### config.mk
export PLATFORM = sky130hd
export DESIGN_NAME = spi_ss_sequencer
export DESIGN_NICKNAME = d
export VERILOG_FILES = /design/src/rtl/spi_ss_sequencer.sv
export SDC_FILE = /design/constraint.sdc
export NUM_CORES = 1
export LEC_CHECK = 0
export CAP_MARGIN = 20
export CORE_MARGIN = 1.5
export CORE_UTILIZATION = 40
export CTS_CLUSTER_SIZE = 30
export DETAILED_ROUTE_END_ITERATION = 7
export HOLD_SLACK_MARGIN = 0.02
export PLACE_DENSITY = 0.7
export REMOVE_ABC_BUFFERS = 1
export SLEW_MARGIN = 20
export SYNTH_ARGS = -nofsm -noshare
export SYNTH_HDL_FRONTEND = slang
export SYNTH_SLANG_ARGS = --single-unit
### constraint.sdc
create_clock -name clk -period 2.42 [get_ports clk]
set_input_delay 0.363 -clock clk [delete_from_list [all_inputs] [get_ports clk]]
set_output_delay 0.363 -clock clk [all_outputs]
set_load 0.02 [all_outputs]
### src/rtl/spi_ss_sequencer.sv
// rtl/spi_ss_sequencer.sv - slave-select sequencer with CS setup/hold/gap timing
//
// Purpose: accepts a slave index or broadcast request, drives registered
// one-hot (or all-lines) chip selects, and frames each shift-engine transfer
// with setup, hold and inter-frame gap intervals.
//
// Ports:
//   clk        system clock, rising edge
//   rst        synchronous active-high reset
//   req_valid  request present            req_ready  request accepted (IDLE only)
//   req_sel    target slave index         req_bcast  assert every line
//   abort      end current frame early    sel_err    pulse: out-of-range index
//   xfer_go    start pulse to shift engine
//   xfer_done  frame-complete pulse from shift engine
//   ss_out     registered chip selects    busy       sequencer not idle
module spi_ss_sequencer #(
   parameter int NUM_SLAVES    = 16,
   parameter int SEL_W         = 4,
   parameter int SETUP_CYC     = 2,
   parameter int HOLD_CYC      = 2,
   parameter int GAP_CYC       = 1,
   parameter bit SS_ACTIVE_LOW = 1'b1
) (
   input  logic                  clk,
   input  logic                  rst,
   input  logic                  req_valid,
   output logic                  req_ready,
   input  logic [SEL_W-1:0]      req_sel,
   input  logic                  req_bcast,
   input  logic                  abort,
   output logic                  xfer_go,
   input  logic                  xfer_done,
   output logic [NUM_SLAVES-1:0] ss_out,
   output logic                  busy,
   output logic                  sel_err
);

   localparam int MAX_SH  = (SETUP_CYC > HOLD_CYC) ? SETUP_CYC : HOLD_CYC;
   localparam int MAX_CYC = (MAX_SH > GAP_CYC) ? MAX_SH : GAP_CYC;
   localparam int CNT_W   = $clog2(MAX_CYC + 1);

   // Pad level for a deasserted line; XOR with the asserted mask gives pad levels.
   localparam logic [NUM_SLAVES-1:0] SS_IDLE = {NUM_SLAVES{SS_ACTIVE_LOW}};

   localparam logic [CNT_W-1:0] SETUP_LOAD = CNT_W'(SETUP_CYC - 1);
   localparam logic [CNT_W-1:0] HOLD_LOAD  = CNT_W'(HOLD_CYC - 1);
   localparam logic [CNT_W-1:0] GAP_LOAD   = CNT_W'(GAP_CYC - 1);

   typedef enum logic [2:0] {
      S_IDLE,
      S_SETUP,
      S_ACTIVE,
      S_HOLD,
      S_GAP
   } state_t;

   state_t                  state, state_nxt;
   logic [CNT_W-1:0]        cnt, cnt_nxt;
   logic [NUM_SLAVES-1:0]   mask, mask_nxt;
   logic [NUM_SLAVES-1:0]   req_mask;
   logic [NUM_SLAVES-1:0]   ss_act_nxt;
   logic [NUM_SLAVES-1:0]   ss_q;
   logic                    go_q, go_nxt;
   logic                    err_q, err_nxt;
   logic [31:0]             sel_ext;
   logic                    sel_in_range;

   assign sel_ext      = 32'(req_sel);
   assign sel_in_range = (sel_ext < 32'(NUM_SLAVES));

   always_comb begin
      req_mask = '0;
      for (int i = 0; i < NUM_SLAVES; i++) begin
         req_mask[i] = req_bcast | (sel_ext == 32'(i));
      end
   end

   // State register; chip selects, go and error pulses are registered here too
   // so the pads only ever change on a clock edge.
   always_ff @(posedge clk) begin
      if (rst) begin
         state <= S_IDLE;
         cnt   <= '0;
         mask  <= '0;
         ss_q  <= SS_IDLE;
         go_q  <= 1'b0;
         err_q <= 1'b0;
      end else begin
         state <= state_nxt;
         cnt   <= cnt_nxt;
         mask  <= mask_nxt;
         ss_q  <= ss_act_nxt ^ SS_IDLE;
         go_q  <= go_nxt;
         err_q <= err_nxt;
      end
   end

   // Next-state logic
   always_comb begin
      state_nxt = state;
      cnt_nxt   = cnt;
      mask_nxt  = mask;
      go_nxt    = 1'b0;
      err_nxt   = 1'b0;
      unique case (state)
         S_IDLE: begin
            if (req_valid) begin
               if (!req_bcast && !sel_in_range) begin
                  // Request is consumed but rejected; selects stay untouched.
                  err_nxt = 1'b1;
               end else begin
                  mask_nxt  = req_mask;
                  state_nxt = S_SETUP;
                  cnt_nxt   = SETUP_LOAD;
               end
            end
         end
         S_SETUP: begin
            if (abort) begin
               state_nxt = S_GAP;
               cnt_nxt   = GAP_LOAD;
            end else if (cnt == '0) begin
               state_nxt = S_ACTIVE;
               go_nxt    = 1'b1;
            end else begin
               cnt_nxt = cnt - 1'b1;
            end
         end
         S_ACTIVE: begin
            // abort with xfer_done lands in the same place, so no priority needed.
            if (xfer_done || abort) begin
               state_nxt = S_HOLD;
               cnt_nxt   = HOLD_LOAD;
            end
         end
         S_HOLD: begin
            if (cnt == '0) begin
               state_nxt = S_GAP;
               cnt_nxt   = GAP_LOAD;
            end else begin
               cnt_nxt = cnt - 1'b1;
            end
         end
         S_GAP: begin
            if (cnt == '0) begin
               state_nxt = S_IDLE;
            end else begin
               cnt_nxt = cnt - 1'b1;
            end
         end
         default: begin
            state_nxt = S_IDLE;
            cnt_nxt   = '0;
         end
      endcase

      // Selects are asserted exactly while the next state frames a transfer.
      if (state_nxt == S_SETUP || state_nxt == S_ACTIVE || state_nxt == S_HOLD) begin
         ss_act_nxt = mask_nxt;
      end else begin
         ss_act_nxt = '0;
      end
   end

   // Outputs
   always_comb begin
      busy      = (state != S_IDLE);
      req_ready = (state == S_IDLE) && !rst;
      ss_out    = ss_q;
      xfer_go   = go_q;
      sel_err   = err_q;
   end

endmodule

==> Yosys cells after proc, flatten, opt, wreduce, memory -nomap -nowiden <==
Cells that the tools add are included.
Widths: inputs -> output; s select.
{ "totals": {"ff_bits": 39, "output_inout_bits": 20, "word_cells": 89, "in_bits": 10} }
{ "op_classes": {"n_eq_ne": 25, "n_mux": 21, "addsub": 1, "n_lt_le_gt_ge": 1, "n_reduce_logical": 15, "bitwise_logic": 20} }
{ "op_table": {"columns": ["operator", "count"], "rows": [
  ["$mux 16", 4],
  ["$eq 4x4->1 const B", 8],
  ["$logic_not 32->1", 1],
  ["$mux 3", 7],
  ["$eq 4x3->1 const B", 4],
  ["$not 16->16", 1],
  ["$or 1x1->1", 16],
  ["$pmux 3 s5", 1],
  ["$eq 3x2->1 const B", 4],
  ["$mux 2", 6],
  ["$pmux 2 s5", 1],
  ["$eq 4x2->1 const B", 2],
  ["$eq 3x1->1 const B", 2],
  ["$ne 2x2->1 const B", 3],
  ["$reduce_or 3->1", 2],
  ["$lt 4x5->1 const B", 1],
  ["$eq 4x1->1 const B", 1],
  ["$eq 3x3->1 const B", 1],
  ["$logic_not 1->1", 3],
  ["$logic_not 3->1", 1],
  ["$logic_or 1x1->1", 3],
  ["$not 1->1", 3],
  ["$reduce_and 3->1", 1],
  ["$reduce_bool 3->1", 1],
  ["other kinds (4)", 6]
]} }

==> Longest topological paths before layout <==
{ "depth": {"word_depth": 11, "depth_mapped": 7, "depth_no_buf": 4} }

==> Worst setup path after synthesis <==
No wires, ideal clock.
{ "synth_path": {"kind": "register to output", "start": "reg state[2]", "end": "out req_ready", "slack_ps": 834, "n_path_buf": 1, "arrival_time_ps": 1223, "stages_incl_launch_ff": 4, "cell_sequence": "dfxtp_1 -> buf_6 -> or3_1 -> nor2_1"} }
{ "synth_between": {"elab_chain_cells": 2} }
{ "synth_rtl": {"columns": ["element", "line_no", "source"], "rows": [
  ["start: declaration", "57", "state_t state, state_nxt;"],
  ["start signal: assignment", "89", "state <= state_nxt;"],
  ["$logic_not 3->1", "168", "req_ready = (state == S_IDLE) && !rst;"],
  ["$logic_and 1x1->1", "168", null],
  ["end: declaration", "27", "output logic req_ready,"]
]} }
Every way passes these cells.

==> Final worst setup path <==
Same ends and word-level chain as after synthesis.

==> out/results.tsv <==
metric	value	unit
post-synth top area share	50.8	%
Clock Path Buffers	2	
area occupied by multi-input gates	647	um2
Die Ht	64.2	um
register area share after synthesis	50.8	%
Post-CTS Resized	0	
Reg clk slew, reported paths	0.07	ns
# setup viols final	0	
total leakage power	0.000672	uW
std cell rows	22	
endpoint type of the worst setup path	primary output	
Layout Cells excl Fill	230	
CTS tree	yes	
H-tree levels	2	
Detailed Route WL	2670	um
reg2reg end	ss_out[2]	
Yosys cell types	28	
DR iter-0 viols	48	
max-cap violations	0	
logic gate share of total power	19.8	%
Hold WC Path Type	reg2reg	
drt drc	0	
Starting Density	41.2	%
RR Startpoint	state[1]	
status	completed	
vias in the first global route	1082	
Critical Path Sink	req_ready	
grt ovf	0	
nets	191	
Slew headroom	55.0	%
flop and latch count out of synthesis	38	
final hold viol count	0	
clock network power share	30.2	%
largest net degree at the start of global routing	23	
first-pass GRT wire length	4490	um
Final HPWL DP	1950	um
Pre-antenna DRT Iters	4	
Worst R2R Setup Slack	0.72	ns
Max VDD drop	330	uV
PD cells	767	mW/mm2
drt via density	5.00	
Sequential Power Share	50.0	%
sw frac	26.8	%
Final ANT Viol Nets	0	
fill cell count	354	
cell area after synthesis	0.00150	mm2
CTS Hold Bufs	0	
IO Pins	30	
CP arrival	1.83	ns
Clock Sinks	38	
crit start category	flop	
Critical path origin	state[2]	
Avg Cell Area, Syn	9.73	um2
diode count	0	
Num CTS Buffers	5	
final slew viol count	0	
Inst Count DP	222	
GPL Wtd Cong	0.847	
internal power	1040	uW
initial antenna violation count	0	
IO Port Bufs	28	
top cells by area in the synthesized netlist	dfxtp_1, a211oi_2, nand2_1, nor2_1, a211oi_1	
Crit Path Category	reg2out	
Max Fclk	456	MHz
Register Area	761	um2
min Tclk post-route	2.19	ns
share of layout cells above drive strength 1	12.6	%
Die Area	0.00412	mm2
post-route core utilization	51.0	%
critical path peak fanout	9	
Final period util	90.6	%
warning count from the yosys run	0	
CP required	2.06	ns
Worst-Margin Slew	0.676	ns
setup_tns	0	ns
clk_skew	0.00422	ns
Post-CTS Setup Inserts	0	
R2R depth	3	
Worst-Skew Late Latency	0.29	ns
Net Sw Power	381	uW
Synth area leader	dfxtp_1	
core area	0.00363	mm2
width of the chip	64.2	um
vias	1150	
root buf cell	clkbuf_8	
detailed-route wire length per cell	11.6	um
Mapped Cells	154	
global-route usage over all layers	14.4	%
setup repair after global routing missed its margin	no	
Area Overhead vs Synth	23.8	%
## layer usage
| metal | vias up | GRT usage (%) | part of all wire, % |
|---|---|---|---|
| met4 | 0 | 6.38 | 2.1 |
| met2 | 27 | 25.4 | 51 |
| li1 | 578 | - | - |
| met5 | - | 0 | 0 |
| met3 | 8 | 6.16 | 5.7 |
| met1 | 537 | 14.6 | 41 |
## layout by cell type, fill, tap and decap left out, types with 3 or more instances in the layout
master / instances
clkbuf_8: 6
a21oi_1: 3
nor2b_1: 5
a211oi_2: 10
nand2_1: 26
clkdlybuf4s50_1: 28
nor3b_1: 3
a211oi_1: 6
dfxtp_1: 38
nor2_1: 26
nand3_1: 6
## power by group through the flow
stage | combinational, uW | clock (uW) | sequential (uW)
2_1_floorplan | 142 | 0 | 751
3_3_place_gp | 280 | 0 | 722
3_5_place_dp | 285 | 0 | 725
4_1_cts | 286 | 444 | 711
5_1_grt | 310 | 473 | 716
6_report | 282 | 429 | 710
## how the worst min path moves through the flow
stage,startpoint,to,slack (ns),cells after the start
2_1_floorplan,rst,state[0],0.43,1
3_3_place_gp,mask[14],mask[14],0.49,2
3_5_place_dp,mask[12],mask[12],0.50,2
4_1_cts,mask[12],mask[12],0.51,2
5_1_grt,mask[10],mask[10],0.54,2
6_report,mask[11],mask[11],0.51,2
## through the flow
step / power [uW] / setup WS [ns] / cell area, um2 / hold WS (ns)
CTS: 1440 / 0.206 / 1850 / 0.510
global placement: 1000 / 0.429 / 1760 / 0.492
finish: 1420 / 0.229 / 1850 / 0.507
floorplan: 892 / 0.565 / 1410 / 0.432
detailed placement: 1010 / 0.393 / 1760 / 0.500
global route: 1500 / 0.131 / 1850 / 0.535
## state kept, by name, indices dropped and copies added, names as in the netlist
signal and cells:
ss_out 16, cnt 2, state 3, mask 16, xfer_go 1
## logic make-up (layout without fill, tap and decap cells)
logic type	Yosys count	count (layout)	synth area share [%]
buffers and inverters	10	38	6.01
flip-flops	38	38	50.8
multiplexers	1	1	0.668
AO/OA/AOI/OAI	24	24	16.0
other	1	1	0.250
AND/OR/NAND/NOR	80	80	26.3
## cell type report
type                    count  area share (%)
flip-flops and latches     38            41.0
repair buffers             30            15.9
clock buffers               7            4.66
well taps                  48            3.24
multi-input cells         106            34.9
clock inverters             1           0.270
## critical path: stages, from the launching register on
cell	delay, ns
dfxtp_1	0.41
or3_1	0.43
nor2_1	0.10
clkdlybuf4s50_1	0.60
## synthesized netlist by cell type
master	count
dfxtp_1	38
nand2_1	26
nor2_1	26
a211oi_2	10
a211oi_1	6
nand3_1	6
nor2b_1	5
a21oi_1	3
buf_2	3
buf_4	3
nor3b_1	3
and2b_1	2
buf_6	2
buf_8	2
nand2b_1	2
nor3_1	2
nor4b_1	2
o21ai_0	2
or3_1	2
a2bb2oi_1	1
conb_1	1
mux2i_1	1
nand4_1	1
nor4b_4	1
o311ai_4	1
o32ai_1	1
or2_2	1
or4_4	1
Note: power is estimated with default switching activity, not from simulation.
